<file path="src/rtl/toy_run_sequencer_if.sv">
//------------------------------------------------------------------------------
// Module      : toy_run_sequencer_if
// Description : Command, kernel ap_ctrl_hs/RAM, host access and RAM port bundle
//               for toy_run_sequencer.
// Revision    : 1.0 - initial release
//------------------------------------------------------------------------------
`default_nettype none

interface toy_run_sequencer_if #(
    parameter int ADDR_W = 7,
    parameter int DATA_W = 32,
    parameter int CNT_W  = 8
);
    logic              cmd_start;
    logic [CNT_W-1:0]  cmd_runs;
    logic              cmd_abort;
    logic              cmd_busy;
    logic              cmd_done;
    logic              cmd_aborted;
    logic [CNT_W-1:0]  runs_done;

    logic              k_ap_start;
    logic              k_ap_done;
    logic              k_ap_ready;
    logic [ADDR_W-1:0] k_c_address0;
    logic              k_c_ce0;
    logic              k_c_we0;
    logic [DATA_W-1:0] k_c_d0;
    logic [DATA_W-1:0] k_c_q0;

    logic              h_req;
    logic              h_we;
    logic [ADDR_W-1:0] h_addr;
    logic [DATA_W-1:0] h_wdata;
    logic              h_gnt;
    logic              h_rvalid;
    logic [DATA_W-1:0] h_rdata;

    logic [ADDR_W-1:0] m_address0;
    logic              m_ce0;
    logic              m_we0;
    logic [DATA_W-1:0] m_d0;
    logic [DATA_W-1:0] m_q0;

    // Sequencer view
    modport slave (
        input  cmd_start, cmd_runs, cmd_abort,
        output cmd_busy, cmd_done, cmd_aborted, runs_done,
        output k_ap_start,
        input  k_ap_done, k_ap_ready,
        input  k_c_address0, k_c_ce0, k_c_we0, k_c_d0,
        output k_c_q0,
        input  h_req, h_we, h_addr, h_wdata,
        output h_gnt, h_rvalid, h_rdata,
        output m_address0, m_ce0, m_we0, m_d0,
        input  m_q0
    );

    // Environment view: host, kernel and RAM
    modport master (
        output cmd_start, cmd_runs, cmd_abort,
        input  cmd_busy, cmd_done, cmd_aborted, runs_done,
        input  k_ap_start,
        output k_ap_done, k_ap_ready,
        output k_c_address0, k_c_ce0, k_c_we0, k_c_d0,
        input  k_c_q0,
        output h_req, h_we, h_addr, h_wdata,
        input  h_gnt, h_rvalid, h_rdata,
        input  m_address0, m_ce0, m_we0, m_d0,
        output m_q0
    );
endinterface

`default_nettype wire

</file>
<file path="src/rtl/toy_run_sequencer.sv">
//------------------------------------------------------------------------------
// Module      : toy_run_sequencer
// Description : Launches the toy kernel a programmable number of times and
//               arbitrates RAM c between the kernel (priority) and the host.
// Revision    : 1.0 - initial release
//------------------------------------------------------------------------------
`default_nettype none

module toy_run_sequencer #(
    parameter int ADDR_W = 7,
    parameter int DATA_W = 32,
    parameter int CNT_W  = 8
) (
    input  wire logic            ap_clk,
    input  wire logic            ap_rst_n,
    toy_run_sequencer_if.slave   bus
);

    localparam logic [1:0] c_ST_IDLE = 2'd0;
    localparam logic [1:0] c_ST_RUN  = 2'd1;
    localparam logic [1:0] c_ST_GAP  = 2'd2;
    localparam logic [1:0] c_ST_FIN  = 2'd3;

    logic [1:0]        r_state;
    logic [1:0]        w_state_nxt;
    logic [CNT_W-1:0]  r_target;
    logic [CNT_W-1:0]  r_runs_done;
    logic              r_abort_pend;
    logic              r_aborted;
    logic              r_h_rvalid;

    logic              w_run_done;
    logic [CNT_W-1:0]  w_runs_inc;
    logic              w_abort_any;
    logic              w_last_run;
    logic              w_fin_by_abort;

    logic              w_k_ap_start;
    logic              w_cmd_busy;
    logic              w_cmd_done;

    logic              w_h_gnt;
    logic [ADDR_W-1:0] w_m_address;
    logic              w_m_ce;
    logic              w_m_we;
    logic [DATA_W-1:0] w_m_d;

    assign w_run_done  = (r_state == c_ST_RUN) & bus.k_ap_done & bus.k_ap_ready;
    assign w_runs_inc  = r_runs_done + CNT_W'(1);
    // An abort arriving in the very cycle the run completes still counts
    assign w_abort_any = r_abort_pend | bus.cmd_abort;
    assign w_last_run  = (w_runs_inc == r_target);
    assign w_fin_by_abort = (w_run_done & w_abort_any)
                          | ((r_state == c_ST_GAP) & bus.cmd_abort);

    // State register
    always_ff @(posedge ap_clk or negedge ap_rst_n) begin
        if (!ap_rst_n) begin
            r_state <= c_ST_IDLE;
        end else begin
            r_state <= w_state_nxt;
        end
    end

    // Next-state logic
    always_comb begin
        w_state_nxt = r_state;
        case (r_state)
            c_ST_IDLE: begin
                if (bus.cmd_start) begin
                    w_state_nxt = (bus.cmd_runs != '0) ? c_ST_RUN : c_ST_FIN;
                end
            end
            c_ST_RUN: begin
                if (w_run_done) begin
                    w_state_nxt = (w_last_run || w_abort_any) ? c_ST_FIN : c_ST_GAP;
                end
            end
            c_ST_GAP: w_state_nxt = bus.cmd_abort ? c_ST_FIN : c_ST_RUN;
            c_ST_FIN: w_state_nxt = c_ST_IDLE;
            default:  w_state_nxt = c_ST_IDLE;
        endcase
    end

    // Output decode
    always_comb begin
        w_k_ap_start = 1'b0;
        w_cmd_busy   = 1'b0;
        w_cmd_done   = 1'b0;
        case (r_state)
            c_ST_RUN: begin
                w_k_ap_start = 1'b1;
                w_cmd_busy   = 1'b1;
            end
            c_ST_GAP: w_cmd_busy = 1'b1;
            c_ST_FIN: w_cmd_done = 1'b1;
            default: ;
        endcase
    end

    // Batch bookkeeping and host read-valid pipeline
    always_ff @(posedge ap_clk or negedge ap_rst_n) begin
        if (!ap_rst_n) begin
            r_target     <= '0;
            r_runs_done  <= '0;
            r_abort_pend <= 1'b0;
            r_aborted    <= 1'b0;
            r_h_rvalid   <= 1'b0;
        end else begin
            r_h_rvalid <= w_h_gnt & ~bus.h_we;
            if ((r_state == c_ST_IDLE) && bus.cmd_start) begin
                r_target     <= bus.cmd_runs;
                r_runs_done  <= '0;
                r_aborted    <= 1'b0;
                r_abort_pend <= 1'b0;
            end
            if ((r_state == c_ST_RUN) && bus.cmd_abort) begin
                r_abort_pend <= 1'b1;
            end
            if (w_run_done) begin
                r_runs_done <= w_runs_inc;
            end
            if (w_fin_by_abort) begin
                r_aborted <= 1'b1;
            end
            if (r_state == c_ST_FIN) begin
                r_abort_pend <= 1'b0;
            end
        end
    end

    // RAM arbitration: the kernel always wins a cycle in which it enables c
    always_comb begin
        w_h_gnt     = 1'b0;
        w_m_address = bus.h_addr;
        w_m_ce      = bus.h_req;
        w_m_we      = bus.h_req & bus.h_we;
        w_m_d       = bus.h_wdata;
        if (bus.k_c_ce0) begin
            w_m_address = bus.k_c_address0;
            w_m_ce      = 1'b1;
            w_m_we      = bus.k_c_we0;
            w_m_d       = bus.k_c_d0;
        end else begin
            w_h_gnt     = bus.h_req;
        end
    end

    assign bus.k_ap_start  = w_k_ap_start;
    assign bus.cmd_busy    = w_cmd_busy;
    assign bus.cmd_done    = w_cmd_done;
    assign bus.cmd_aborted = r_aborted;
    assign bus.runs_done   = r_runs_done;

    assign bus.m_address0  = w_m_address;
    assign bus.m_ce0       = w_m_ce;
    assign bus.m_we0       = w_m_we;
    assign bus.m_d0        = w_m_d;
    assign bus.k_c_q0      = bus.m_q0;

    assign bus.h_gnt       = w_h_gnt;
    assign bus.h_rvalid    = r_h_rvalid;
    assign bus.h_rdata     = bus.m_q0;

endmodule

`default_nettype wire

</file>
<file path="src/flat_wrapper.sv">
// flat-port wrapper written by rule: the top's interface ports become plain ports
module toy_run_sequencer_flat 
#(
    parameter int ADDR_W = 7,
    parameter int DATA_W = 32,
    parameter int CNT_W  = 8
)
  (ap_clk, ap_rst_n, bus_cmd_start, bus_cmd_runs, bus_cmd_abort, bus_cmd_busy, bus_cmd_done, bus_cmd_aborted, bus_runs_done, bus_k_ap_start, bus_k_ap_done, bus_k_ap_ready, bus_k_c_address0, bus_k_c_ce0, bus_k_c_we0, bus_k_c_d0, bus_k_c_q0, bus_h_req, bus_h_we, bus_h_addr, bus_h_wdata, bus_h_gnt, bus_h_rvalid, bus_h_rdata, bus_m_address0, bus_m_ce0, bus_m_we0, bus_m_d0, bus_m_q0);
  toy_run_sequencer_if #(.ADDR_W(ADDR_W), .DATA_W(DATA_W), .CNT_W(CNT_W)) bus_i ();
  input  wire logic ap_clk;
  input  wire logic ap_rst_n;
  input wire logic [$bits(bus_i.cmd_start)-1:0] bus_cmd_start;
  input wire logic [$bits(bus_i.cmd_runs)-1:0] bus_cmd_runs;
  input wire logic [$bits(bus_i.cmd_abort)-1:0] bus_cmd_abort;
  output wire logic [$bits(bus_i.cmd_busy)-1:0] bus_cmd_busy;
  output wire logic [$bits(bus_i.cmd_done)-1:0] bus_cmd_done;
  output wire logic [$bits(bus_i.cmd_aborted)-1:0] bus_cmd_aborted;
  output wire logic [$bits(bus_i.runs_done)-1:0] bus_runs_done;
  output wire logic [$bits(bus_i.k_ap_start)-1:0] bus_k_ap_start;
  input wire logic [$bits(bus_i.k_ap_done)-1:0] bus_k_ap_done;
  input wire logic [$bits(bus_i.k_ap_ready)-1:0] bus_k_ap_ready;
  input wire logic [$bits(bus_i.k_c_address0)-1:0] bus_k_c_address0;
  input wire logic [$bits(bus_i.k_c_ce0)-1:0] bus_k_c_ce0;
  input wire logic [$bits(bus_i.k_c_we0)-1:0] bus_k_c_we0;
  input wire logic [$bits(bus_i.k_c_d0)-1:0] bus_k_c_d0;
  output wire logic [$bits(bus_i.k_c_q0)-1:0] bus_k_c_q0;
  input wire logic [$bits(bus_i.h_req)-1:0] bus_h_req;
  input wire logic [$bits(bus_i.h_we)-1:0] bus_h_we;
  input wire logic [$bits(bus_i.h_addr)-1:0] bus_h_addr;
  input wire logic [$bits(bus_i.h_wdata)-1:0] bus_h_wdata;
  output wire logic [$bits(bus_i.h_gnt)-1:0] bus_h_gnt;
  output wire logic [$bits(bus_i.h_rvalid)-1:0] bus_h_rvalid;
  output wire logic [$bits(bus_i.h_rdata)-1:0] bus_h_rdata;
  output wire logic [$bits(bus_i.m_address0)-1:0] bus_m_address0;
  output wire logic [$bits(bus_i.m_ce0)-1:0] bus_m_ce0;
  output wire logic [$bits(bus_i.m_we0)-1:0] bus_m_we0;
  output wire logic [$bits(bus_i.m_d0)-1:0] bus_m_d0;
  input wire logic [$bits(bus_i.m_q0)-1:0] bus_m_q0;
  assign bus_i.cmd_start = bus_cmd_start;
  assign bus_i.cmd_runs = bus_cmd_runs;
  assign bus_i.cmd_abort = bus_cmd_abort;
  assign bus_cmd_busy = bus_i.cmd_busy;
  assign bus_cmd_done = bus_i.cmd_done;
  assign bus_cmd_aborted = bus_i.cmd_aborted;
  assign bus_runs_done = bus_i.runs_done;
  assign bus_k_ap_start = bus_i.k_ap_start;
  assign bus_i.k_ap_done = bus_k_ap_done;
  assign bus_i.k_ap_ready = bus_k_ap_ready;
  assign bus_i.k_c_address0 = bus_k_c_address0;
  assign bus_i.k_c_ce0 = bus_k_c_ce0;
  assign bus_i.k_c_we0 = bus_k_c_we0;
  assign bus_i.k_c_d0 = bus_k_c_d0;
  assign bus_k_c_q0 = bus_i.k_c_q0;
  assign bus_i.h_req = bus_h_req;
  assign bus_i.h_we = bus_h_we;
  assign bus_i.h_addr = bus_h_addr;
  assign bus_i.h_wdata = bus_h_wdata;
  assign bus_h_gnt = bus_i.h_gnt;
  assign bus_h_rvalid = bus_i.h_rvalid;
  assign bus_h_rdata = bus_i.h_rdata;
  assign bus_m_address0 = bus_i.m_address0;
  assign bus_m_ce0 = bus_i.m_ce0;
  assign bus_m_we0 = bus_i.m_we0;
  assign bus_m_d0 = bus_i.m_d0;
  assign bus_i.m_q0 = bus_m_q0;
  toy_run_sequencer #(.ADDR_W(ADDR_W), .DATA_W(DATA_W), .CNT_W(CNT_W)) u_core (.ap_clk(ap_clk), .ap_rst_n(ap_rst_n), .bus(bus_i));
endmodule
</file>
<file path="config.mk">
export PLATFORM = sky130hd
export DESIGN_NAME = toy_run_sequencer_flat
export DESIGN_NICKNAME = d
export VERILOG_FILES = /design/src/rtl/toy_run_sequencer_if.sv /design/src/rtl/toy_run_sequencer.sv /design/src/flat_wrapper.sv
export SDC_FILE = /design/constraint.sdc
export NUM_CORES = 1
export LEC_CHECK = 0
export BUFFER_PORTS_ARGS = -buffer_cell sky130_fd_sc_hd__buf_2
export CORE_AREA = 3 3 96 98
export CTS_CLUSTER_DIAMETER = 150
export DETAILED_ROUTE_END_ITERATION = 16
export DIE_AREA = 0 0 99 101
export GPL_TIMING_DRIVEN = 0
export PLACE_DENSITY = 0.64
export SLEW_MARGIN = 0
export SYNTH_ARGS = -nofsm -noshare
export SYNTH_HDL_FRONTEND = slang
export SYNTH_SLANG_ARGS = --single-unit
</file>
<file path="constraint.sdc">
create_clock -name ap_clk -period 1.5 [get_ports ap_clk]
set_clock_uncertainty 0.05 [all_clocks]
set_input_delay 0.075 -clock ap_clk [delete_from_list [all_inputs] [get_ports ap_clk]]
set_output_delay 0.075 -clock ap_clk [all_outputs]
set_load 0.02 [all_outputs]
</file>
==> results.yml, run 1 <==
global_routing:
  antenna_found_initial: 3
  grt_max_degree: 22
  gr-usage-met1: 0.191
  globalRouteMet2Util: 0.280
  grt_pass1_vias: 2428
  grt_pass1_wl_mm: 12.8
  grt_util_met3: 0.0526
  grt-ovfl-total: 0
  grt_usage: 0.161
  busiest_layer: "met2"
setup_path:
  cp_top_family: "flip-flops"
  crit_required_ns: 1.62
  cp_max_fo: 4
  timing.rr.start: "u_core.bus.runs_done[1]"
  max_stage_delay_ns: 0.46
  cp-start-kind: "flip-flop"
  end_kind: "flip-flop"
  r2r_cells: 5
  worst_ep_arrival_time_ns: 1.66
  r2r_slack_ns: -0.03
  path_cells: "ha_4, xor2_1, nor2_1, nand4_1, o31ai_2"
  slowest_stage: "dfrtp_2"
  path_class: "reg -> reg"
  cp_num_buf_inv: 0
  rr_endpoint: "u_core.r_state[0]"
finish:
  syn_to_final_growth_pct: 68.1
  design_area_um2: 3630
  finalNetCount: 596
  antennaDiodeCount: 0
  drive_gt1_frac: 0.800
drt:
  viasPerCell: 4.33
  drt-total-wl_mm: 8.87
  dr_total_vias: 2462
  initialDrtViolationCount: 48
  wl_per_cell_um: 15.6
  final_antenna_net_count: 0
  drc_errors: 0
  firstDrtPassIters: 4
yosys:
  synth.distinct_cells: 33
  syn_nets: 366
  netlist_area_um2: 2160
  yosysWarnings: 0
  yosys_register_bits: 21
  syn_area_per_cell_um2: 9.31
  syn_inst: 232
  ys_seq_area_frac: 0.243
place:
  port_buffers: 213
  hpwl_mm: 7.70
  gp_congestion: 0.783
  dpl_cell_area_um2: 3400
min_path:
  holdPathStages: 2
  min_to: "u_core.r_target[0]"
  hold_start: "bus_cmd_runs[0]"
  holdCritPathClass: "in -> reg"
sta:
  hold_viol: 0
  final_max_slew_viol_count: 0
  tightest_slew_ns: 0.501
  min_period_ns: 1.53
  slew_headroom: 0.666
  fin_crit_sh: 1.02
  fin_ws_ns: -0.0343
  final-setup-viol-count: 1
  max_freq_ghz: 0.652
  rsz0062_at_grt: "true"
flow_run:
  drv_cap: 0
clocking:
  cts_buffers: 3
  ctsRootBufferMaster: "clkbuf_8"
  max-clock-path-buffers: 2
  cts_tree: "built"
  insertion_delay_ns: 0.27
  path_clk_slew_ns: 0.08
  htreeDepth: 1
  clock-sinks: 21
floorplanning:
  ioPinCount: 247
  die_w_um: 99
  coreArea_um2: 8550
  die-area_um2: 10000
  start_util: 0.253
  rows: 34
  fp.dieH_um: 101
run_status:
  violations: "setup timing"
  status: "finished with violations"
pwr:
  finalPower_mw: 3.72
  p_leak_nw: 1.96
  ir_worst_vdd_mv: 0.373
  p_per_area_nw_per_um2: 1020
-- cell type report --
class | instances | area (um2)
Sequential cell | 21 | 532
Inverter | 2 | 7.51
Multi-Input combinational cell | 136 | 1200
Timing Repair Buffer | 225 | 1160
Fill cell | 860 | 4920
Buffer | 73 | 543
Clock inverter | 1 | 5.00
Tap cell | 108 | 135
Clock buffer | 3 | 41.3
-- cells in the mapped netlist, drive strengths merged --
library cell,instances,area share
clkbuf,3,0.0052
ha,6,0.035
dfrtp,21,0.24
nor2,9,0.016
or2,1,0.0029
a21oi,4,0.0093
a31oi,1,0.0029
o22ai,1,0.0029
nor3b,1,0.0035
buf,70,0.24
nand2,10,0.017
o21a,1,0.0035
a22o,1,0.0041
o21ai,17,0.039
and3,2,0.0081
nand3,7,0.019
inv,2,0.0035
nor2b,3,0.0087
and2b,1,0.0041
and2,1,0.0029
o41ai,1,0.0041
a22oi,1,0.0035
nand4,2,0.0058
nand4b,1,0.0041
xor2,5,0.020
nor4,2,0.0058
mux2,47,0.25
xnor2,7,0.028
o31ai,4,0.016
-- flip-flops by register name, summed over array words and instances, names as in the netlist --
register	cells
u_core.bus.cmd_aborted	1
u_core.r_abort_pend	1
u_core.r_target	8
u_core.r_state	2
u_core.bus.runs_done	8
u_core.bus.h_rvalid	1
-- placed cells by master, fill, tap and decap left out, types with 3 or more instances in the layout --
cell and count:
buf_2 218, buf_4 74, mux2_2 47, dfrtp_1 16, nand2_1 10, o21ai_0 9, nor2_1 8, o21ai_1 8
xnor2_1 6, xor2_1 5, dfrtp_2 5, nand3_1 4, o31ai_1 3, ha_4 3, ha_1 3, clkbuf_8 3
dlygate4sd3_1 3
-- metal layers --
layer  share of wire  up-vias
met4           0.016        6
met5          0.0046        -
li1                -     1192
met1            0.38     1141
met3           0.083       19
met2            0.52      104
-- where the power goes --
| group | switching [mW] | internal [mW] |
|---|---|---|
| clock network | 0.197 | 0.186 |
| registers | 0.190 | 0.772 |
| logic | 1.19 | 1.18 |
| total | 1.57 | 2.14 |
-- worst reg2reg max path, cell delays in order, from the launching register on --
cell and delay, ns:
dfrtp_2 0.46, ha_4 0.26, xor2_1 0.15, nor2_1 0.10
nand4_1 0.15, o31ai_2 0.28
-- stage by stage --
stage,cells,TNS [ns],setup WS [ns],hold slack [ns],utilization
global route,569,-0.186,-0.123,0.00508,0.425
finish,569,-0.0343,-0.0343,0.00590,0.425
floorplan,232,0,0.00273,-0.271,-
detailed placement,553,-1.85,-0.182,0.0141,0.398
global placement,553,-1.70,-0.171,0.00300,0.398
CTS,567,-0.0530,-0.0530,0.00447,0.418
-- timing repair --
item,CTS,global route
hold buffers,2,1
resized for setup,12,16
setup buffers,8,1
pin swaps,4,8
endpoints found under the setup margin,16,15
hold endpoints to repair,22,1
-- how the worst max path moves through the flow --
| stage | from | end | slack [ns] | depth (start not counted) |
|---|---|---|---|---|
| 2_1_floorplan | u_core.bus.runs_done[0] | u_core.r_state[0] | 0.003 | 6 |
| 3_3_place_gp | u_core.r_state[1] | u_core.bus.runs_done[7] | -0.17 | 7 |
| 3_5_place_dp | u_core.r_state[1] | u_core.bus.runs_done[7] | -0.18 | 7 |
| 4_1_cts | u_core.r_state[0] | u_core.r_state[0] | -0.05 | 7 |
| 5_1_grt | u_core.bus.runs_done[1] | u_core.r_state[0] | -0.12 | 6 |
| 6_report | u_core.bus.runs_done[1] | u_core.r_state[0] | -0.03 | 5 |
-- cells by family after synthesis --
logic type | Yosys count | share of synthesized area
buffers and inverters | 75 | 0.245
muxes | 47 | 0.245
DFF | 21 | 0.243
and+or+nand+nor | 40 | 0.0973
xor gates and xnor gates | 12 | 0.0487
AOI/OAI and AO/OA | 31 | 0.0858
adders and majority gates | 6 | 0.0348
Note: power is estimated with default switching activity, not from simulation.
==> run 2: changes to the inputs <==
--- a/config.mk
+++ b/config.mk
@@ -5,6 +5,7 @@
 export SDC_FILE = /design/constraint.sdc
 export NUM_CORES = 1
 export LEC_CHECK = 0
+export ABC_AREA = 1
 export BUFFER_PORTS_ARGS = -buffer_cell sky130_fd_sc_hd__buf_2
 export CORE_AREA = 3 3 96 98
 export CTS_CLUSTER_DIAMETER = 150
==> run 2 against run 1 <==
Against the previous run: the run ends with hold timing, setup timing left; power is 9.1% lower; area after synthesis up 2.8%; cell count is 23% higher; wire length decreased by 0.32%; critical path depth increased by 7; global-route usage is 0.16 points lower; fmax fell by 5.8%; largest cell class unchanged; die area unchanged; sequential share of layout area is essentially flat; worst setup slack worse by 0.094 ns.
==> results.yml, run 2 <==
run_status:
  status: "finished with violations"
  violations: "hold timing, setup timing"
drt:
  dr_total_vias: 2885
  top_layer_used: "met4"
  wl_per_cell_um: 12.7
  met1_length_mm: 3.44
  met2_length_mm: 4.66
  wl_met3_um: 640
  final_antenna_net_count: 0
  viasPerCell: 4.13
  drt-total-wl_mm: 8.84
  initialDrtViolationCount: 54
  firstDrtPassIters: 4
  drc_errors: 0
sta:
  slew_headroom: 0.672
  fin_ws_ns: -0.128
  min_period_ns: 1.63
  final-setup-viol-count: 1
  hold_viol: 1
  tightest_slew_ns: 0.492
  rsz0062_at_grt: "true"
  fin_crit_sh: 1.09
  final_max_slew_viol_count: 0
  holdWs_ns: -0.00101
  max_freq_ghz: 0.614
pwr:
  power.switching_mw: 1.53
  seq_power_share: 0.278
  p_per_area_nw_per_um2: 932
  ir_worst_vdd_mv: 0.391
  cell_internal_pwr_mw: 1.85
  combPwrFrac: 0.611
  power.share.switching: 0.452
  p_leak_nw: 2.26
  p_clk_frac: 0.110
yosys:
  ys_seq_area_frac: 0.237
  synth_flop_cell: "dfrtp_1"
  synth.distinct_cells: 25
  syn_nets: 498
  ys_top_cells_by_count: "nand2_1, buf_4, inv_1"
  synth-edff-count: 0
  yosys_register_bits: 21
  syn_area_per_cell_um2: 6.10
  synth.area.top_cells: "nand2_1, dfrtp_1, buf_4"
  synth_top_area_share: 0.298
  synth_top_cell_by_area: "nand2_1"
  syn_inst: 364
  yosysMostFrequentCell: "nand2_1"
  yosysWarnings: 0
  ys_async_sr_fraction: 1.00
  netlist_area_um2: 2220
global_routing:
  grt_pass1_wl_mm: 13.0
  antenna_found_initial: 0
  grt_max_degree: 22
  grt_usage: 0.159
  grt-ovfl-total: 0
  grt_pass1_vias: 2690
floorplanning:
  die-area_um2: 10000
  rows: 34
  start_util: 0.260
  die_w_um: 99
  coreArea_um2: 8550
  ioPinCount: 247
  fp.dieH_um: 101
setup_path:
  crit_required_ns: 1.65
  worst_ep_arrival_time_ns: 1.78
  cp_max_fo: 4
  crit_path_start: "u_core.bus.runs_done[0]"
  timing.rr.start: "u_core.bus.runs_done[0]"
  path_class: "reg -> reg"
  end_kind: "flip-flop"
  cp-start-kind: "flip-flop"
clocking:
  clock-sinks: 21
  insertion_delay_ns: 0.26
  cts_tree: "built"
  htreeDepth: 1
  max-clock-path-buffers: 2
  path_clk_slew_ns: 0.08
  cts_buffers: 3
  ctsRootBufferMaster: "clkbuf_8"
finish:
  finalNetCount: 725
  nFillCells: 882
  final_common_cell: "buf_2"
  antennaDiodeCount: 0
  mostFrequentLayoutCells: "buf_2, nand2_1, buf_4"
  syn_to_final_growth_pct: 63.3
  drive_gt1_frac: 0.520
place:
  gp_congestion: 0.796
  hpwl_mm: 7.79
  port_buffers: 213
  place_ws_ns: -0.186
flow_run:
  drv_cap: 0
min_path:
  hold_start: "bus_cmd_runs[7]"
  holdCritPathClass: "in -> reg"
run 2: worst paths after layout:
kind / to / slack (ns) / depth (start not counted)
hold / removal: u_core.r_target[7] / -0.001 / 3
min in group asynchronous: u_core.bus.runs_done[3] / 0.26 / 2
max in group asynchronous: u_core.r_state[0] / 0.77 / 2
setup / recovery: u_core.r_state[0] / -0.13 / 12
hold reg to reg: u_core.r_target[0] / 0.45 / 2
setup reg to reg: u_core.r_state[0] / -0.13 / 12
run 2: per-layer routing:
metal,global-route usage,up-vias
met3,0.0318,11
met4,0.0357,0
met2,0.296,114
li1,-,1513
met1,0.188,1247
met5,0,-
run 2: area by class of cell:
class	instances	area, um2	area share
buffer	75	529	0.146
multi-input combinational	243	1140	0.315
clock inverter	1	5.00	0.00138
timing repair buffer	222	1150	0.316
inverter	25	93.8	0.0259
tap	108	135	0.0373
clock buffer	3	41.3	0.0114
sequential	21	531	0.146
run 2: critical path: stages, from the launching register on:
cell	delay (ns)
dfrtp_2	0.44
ha_4	0.29
xnor2_2	0.10
nand2_1	0.07
nor2_1	0.11
nand2_1	0.08
nor2_1	0.09
nand3_1	0.08
nand2_1	0.06
nand2_1	0.04
nand2_1	0.05
nand2_1	0.04
nand2_1	0.05
run 2: what timing repair did:
item	in CTS	in global routing
endpoints found under the setup margin	14	17
hold endpoints to repair	25	0
buffers inserted	3	1
pin swaps	7	4
hold buffers	5	0
gates resized for setup	9	9
run 2: cells by family (layout without fill, tap and decap cells):
| logic type | after synthesis | count (layout) | synth area share |
|---|---|---|---|
| adders and majority gates | 6 | 6 | 0.0338 |
| buffers and inverters | 100 | 326 | 0.277 |
| and+or+nand+nor | 213 | 213 | 0.385 |
| AOI/OAI and AO/OA | 22 | 22 | 0.0592 |
| DFF | 21 | 21 | 0.237 |
| xor gates and xnor gates | 2 | 2 | 0.00789 |
run 2: stage by stage:
stage | util | cells | power [mW] | TNS, ns | area (um2)
after global routing | 0.424 | 698 | 3.66 | -0.274 | 3620
after global placement | 0.402 | 685 | 2.79 | -0.936 | 3440
after floorplan | - | 364 | 2.21 | -0.0934 | 2240
after detailed placement | 0.402 | 685 | 2.83 | -1.34 | 3440
after CTS | 0.421 | 697 | 3.36 | -0.147 | 3600
final | 0.424 | 698 | 3.38 | -0.128 | 3620
run 2: power by group through the flow:
stage / combinational [mW] / sequential [mW] / clock, mW
3_3_place_gp: 1.86 / 0.934 / 0
4_1_cts: 2.03 / 0.932 / 0.389
6_report: 2.06 / 0.940 / 0.373
5_1_grt: 2.28 / 0.971 / 0.408
2_1_floorplan: 1.25 / 0.963 / 0
3_5_place_dp: 1.89 / 0.943 / 0
==> run 3: changes to the inputs <==
--- a/config.mk
+++ b/config.mk
@@ -6,13 +6,12 @@
 export NUM_CORES = 1
 export LEC_CHECK = 0
 export ABC_AREA = 1
-export BUFFER_PORTS_ARGS = -buffer_cell sky130_fd_sc_hd__buf_2
-export CORE_AREA = 3 3 96 98
+export CORE_AREA = 3 3 94 96
 export CTS_CLUSTER_DIAMETER = 150
 export DETAILED_ROUTE_END_ITERATION = 16
-export DIE_AREA = 0 0 99 101
+export DIE_AREA = 0 0 97 99
+export DONT_BUFFER_PORTS = 1
 export GPL_TIMING_DRIVEN = 0
-export PLACE_DENSITY = 0.64
 export SLEW_MARGIN = 0
 export SYNTH_ARGS = -nofsm -noshare
 export SYNTH_HDL_FRONTEND = slang
==> run 3 against run 2 <==
Against the previous run: the flow finishes with violations (setup timing); utilization decreased by 11 points; die area decreased by 4.0%; global-route usage decreased by 1.1 points; worst hold slack improved by 0.011 ns; critical path depth increased by 1; first-iteration DRC count increased by 44%; wire length decreased by 11%; sequential power increased by 7%; via count decreased by 22%; worst setup slack got worse by 0.087 ns; clock power increased by 3%; largest cell class is now multi-input gates; highest routed layer unchanged.
==> results.yml, run 3 (synthesis gave the netlist of run 2 again) <==
floorplanning:
  ioPinCount: 247
  coreArea_um2: 8130
  rows: 33
  start_util: 0.273
  fp.dieH_um: 99
  die_w_um: 97
  die-area_um2: 9600
setup_path:
  timing.rr.start: "u_core.bus.runs_done[0]"
  r2r_cells: 13
  cp_top_family: "simple AND/OR/NAND/NOR gates"
  max_stage_delay_ns: 0.52
  critPathCapture: "u_core.r_state[0]"
  rr_endpoint: "u_core.r_state[0]"
  path_cells: "ha_4, nand2_4, nor2_4, nand2_1, nand3b_1, nand3_1, nor2_1, nand3_1, nand2_1, nand2_1, nand2_1, nand2_1, nand2_1"
  path_class: "reg -> reg"
  cp_max_fo: 7
  crit_path_start: "u_core.bus.runs_done[0]"
  path_common_cell: "nand2_1"
  crit_required_ns: 1.65
  end_kind: "flip-flop"
  slowest_stage: "dfrtp_2"
  r2r_slack_ns: -0.21
  cp-start-kind: "flip-flop"
  worst_ep_arrival_time_ns: 1.87
  cp.depth: 13
  cp_num_buf_inv: 0
global_routing:
  antenna_found_initial: 0
  gr-usage-met1: 0.183
  grt_util_met3: 0.0269
  grt_max_degree: 22
  busiest_layer: "met2"
  grt-ovfl-total: 0
  grt_pass1_vias: 2115
  grt_pass1_wl_mm: 11.5
  globalRouteMet2Util: 0.272
  grt_usage: 0.149
min_path:
  hold_start: "bus_cmd_abort"
  holdCritPathClass: "in -> reg"
place:
  gp_congestion: 0.825
  place_ws_ns: -0.271
  port_buffers: 0
  hpwl_mm: 6.82
  dpl_cell_area_um2: 2370
drt:
  firstDrtPassIters: 4
  dr_total_vias: 2250
  drc_errors: 0
  initialDrtViolationCount: 78
  drt-total-wl_mm: 7.91
  viasPerCell: 4.63
  wl_per_cell_um: 16.3
  final_antenna_net_count: 0
sta:
  tightest_slew_ns: 1.00
  final-setup-viol-count: 1
  fin_crit_sh: 1.14
  hold_viol: 0
  fin_ws_ns: -0.215
  slew_headroom: 0.328
  rsz0062_at_grt: "true"
  final_max_slew_viol_count: 0
  holdWs_ns: 0.0100
  max_freq_ghz: 0.583
  min_period_ns: 1.71
clocking:
  clock-sinks: 21
  insertion_delay_ns: 0.26
  cts_buffers: 3
  cts_tree: "built"
  max-clock-path-buffers: 2
  htreeDepth: 1
  ctsRootBufferMaster: "clkbuf_8"
  path_clk_slew_ns: 0.08
finish:
  drive_gt1_frac: 0.236
  finalNetCount: 516
  nFillCells: 852
  final_common_cell: "nand2_1"
  syn_to_final_growth_pct: 16.8
  multi_input_area_um2: 1130
  utilization: 0.319
  seqCellArea_um2: 532
  mostFrequentLayoutCells: "nand2_1, buf_4, inv_1"
  design_area_um2: 2590
  antennaDiodeCount: 0
run_status:
  status: "finished with violations"
  violations: "setup timing"
pwr:
  p_leak_nw: 1.41
  ir_worst_vdd_mv: 0.296
  p_per_area_nw_per_um2: 1150
flow_run:
  drv_cap: 0
## run 3: cell count changes in the layout (fill, tap and decap cells not counted), sizes merged
cell | before | now
dlygate4sd3 | 5 | 12
clkinv | 1 | 0
buf | 282 | 67
## run 3: report_power, final
group | total (mW) | switching [mW] | internal (mW)
registers | 1.01 | 0.249 | 0.763
clock network | 0.383 | 0.193 | 0.190
logic | 1.57 | 0.981 | 0.593
## run 3: metal layers
metal,part of all wire,up-vias
met3,0.076,11
met4,0.012,0
met2,0.53,129
met1,0.38,1020
li1,-,1090
met5,0,-
## run 3: layout make-up
type / instances / share of cell area
Timing Repair Buffer: 13 / 0.0492
Inverter: 25 / 0.0362
Buffer: 75 / 0.204
Sequential cell: 21 / 0.205
Tap cell: 105 / 0.0507
Clock buffer: 4 / 0.0174
Multi-Input combinational cell: 243 / 0.437
## run 3: repair_timing
action                                  in CTS  in global routing
setup buffers                                0                  1
pin swaps                                    5                  1
endpoints found under the hold margin       33                  0
hold buffers                                12                  0
endpoints found under the setup margin      14                 20
gates resized for setup                     12                  7
## run 3: worst min-delay path by stage
| stage | end | slack (ns) | cells after the start |
|---|---|---|---|
| floorplan | u_core.bus.cmd_aborted | -0.27 | 0 |
| global placement | u_core.bus.runs_done[1] | -0.27 | 0 |
| detailed placement | u_core.bus.runs_done[3] | -0.27 | 0 |
| CTS | u_core.bus.cmd_aborted | 0.006 | 2 |
| global route | u_core.bus.cmd_aborted | 0.05 | 2 |
| finish | u_core.bus.cmd_aborted | 0.01 | 2 |
## run 3: per-stage QoR
stage | power (mW) | setup TNS, ns | instances
after floorplan | 2.21 | -0.0934 | 364
final | 2.97 | -0.215 | 486
after global placement | 2.47 | -1.75 | 469
after detailed placement | 2.49 | -2.28 | 469
after global routing | 3.23 | -0.777 | 486
after CTS | 2.97 | -0.239 | 485
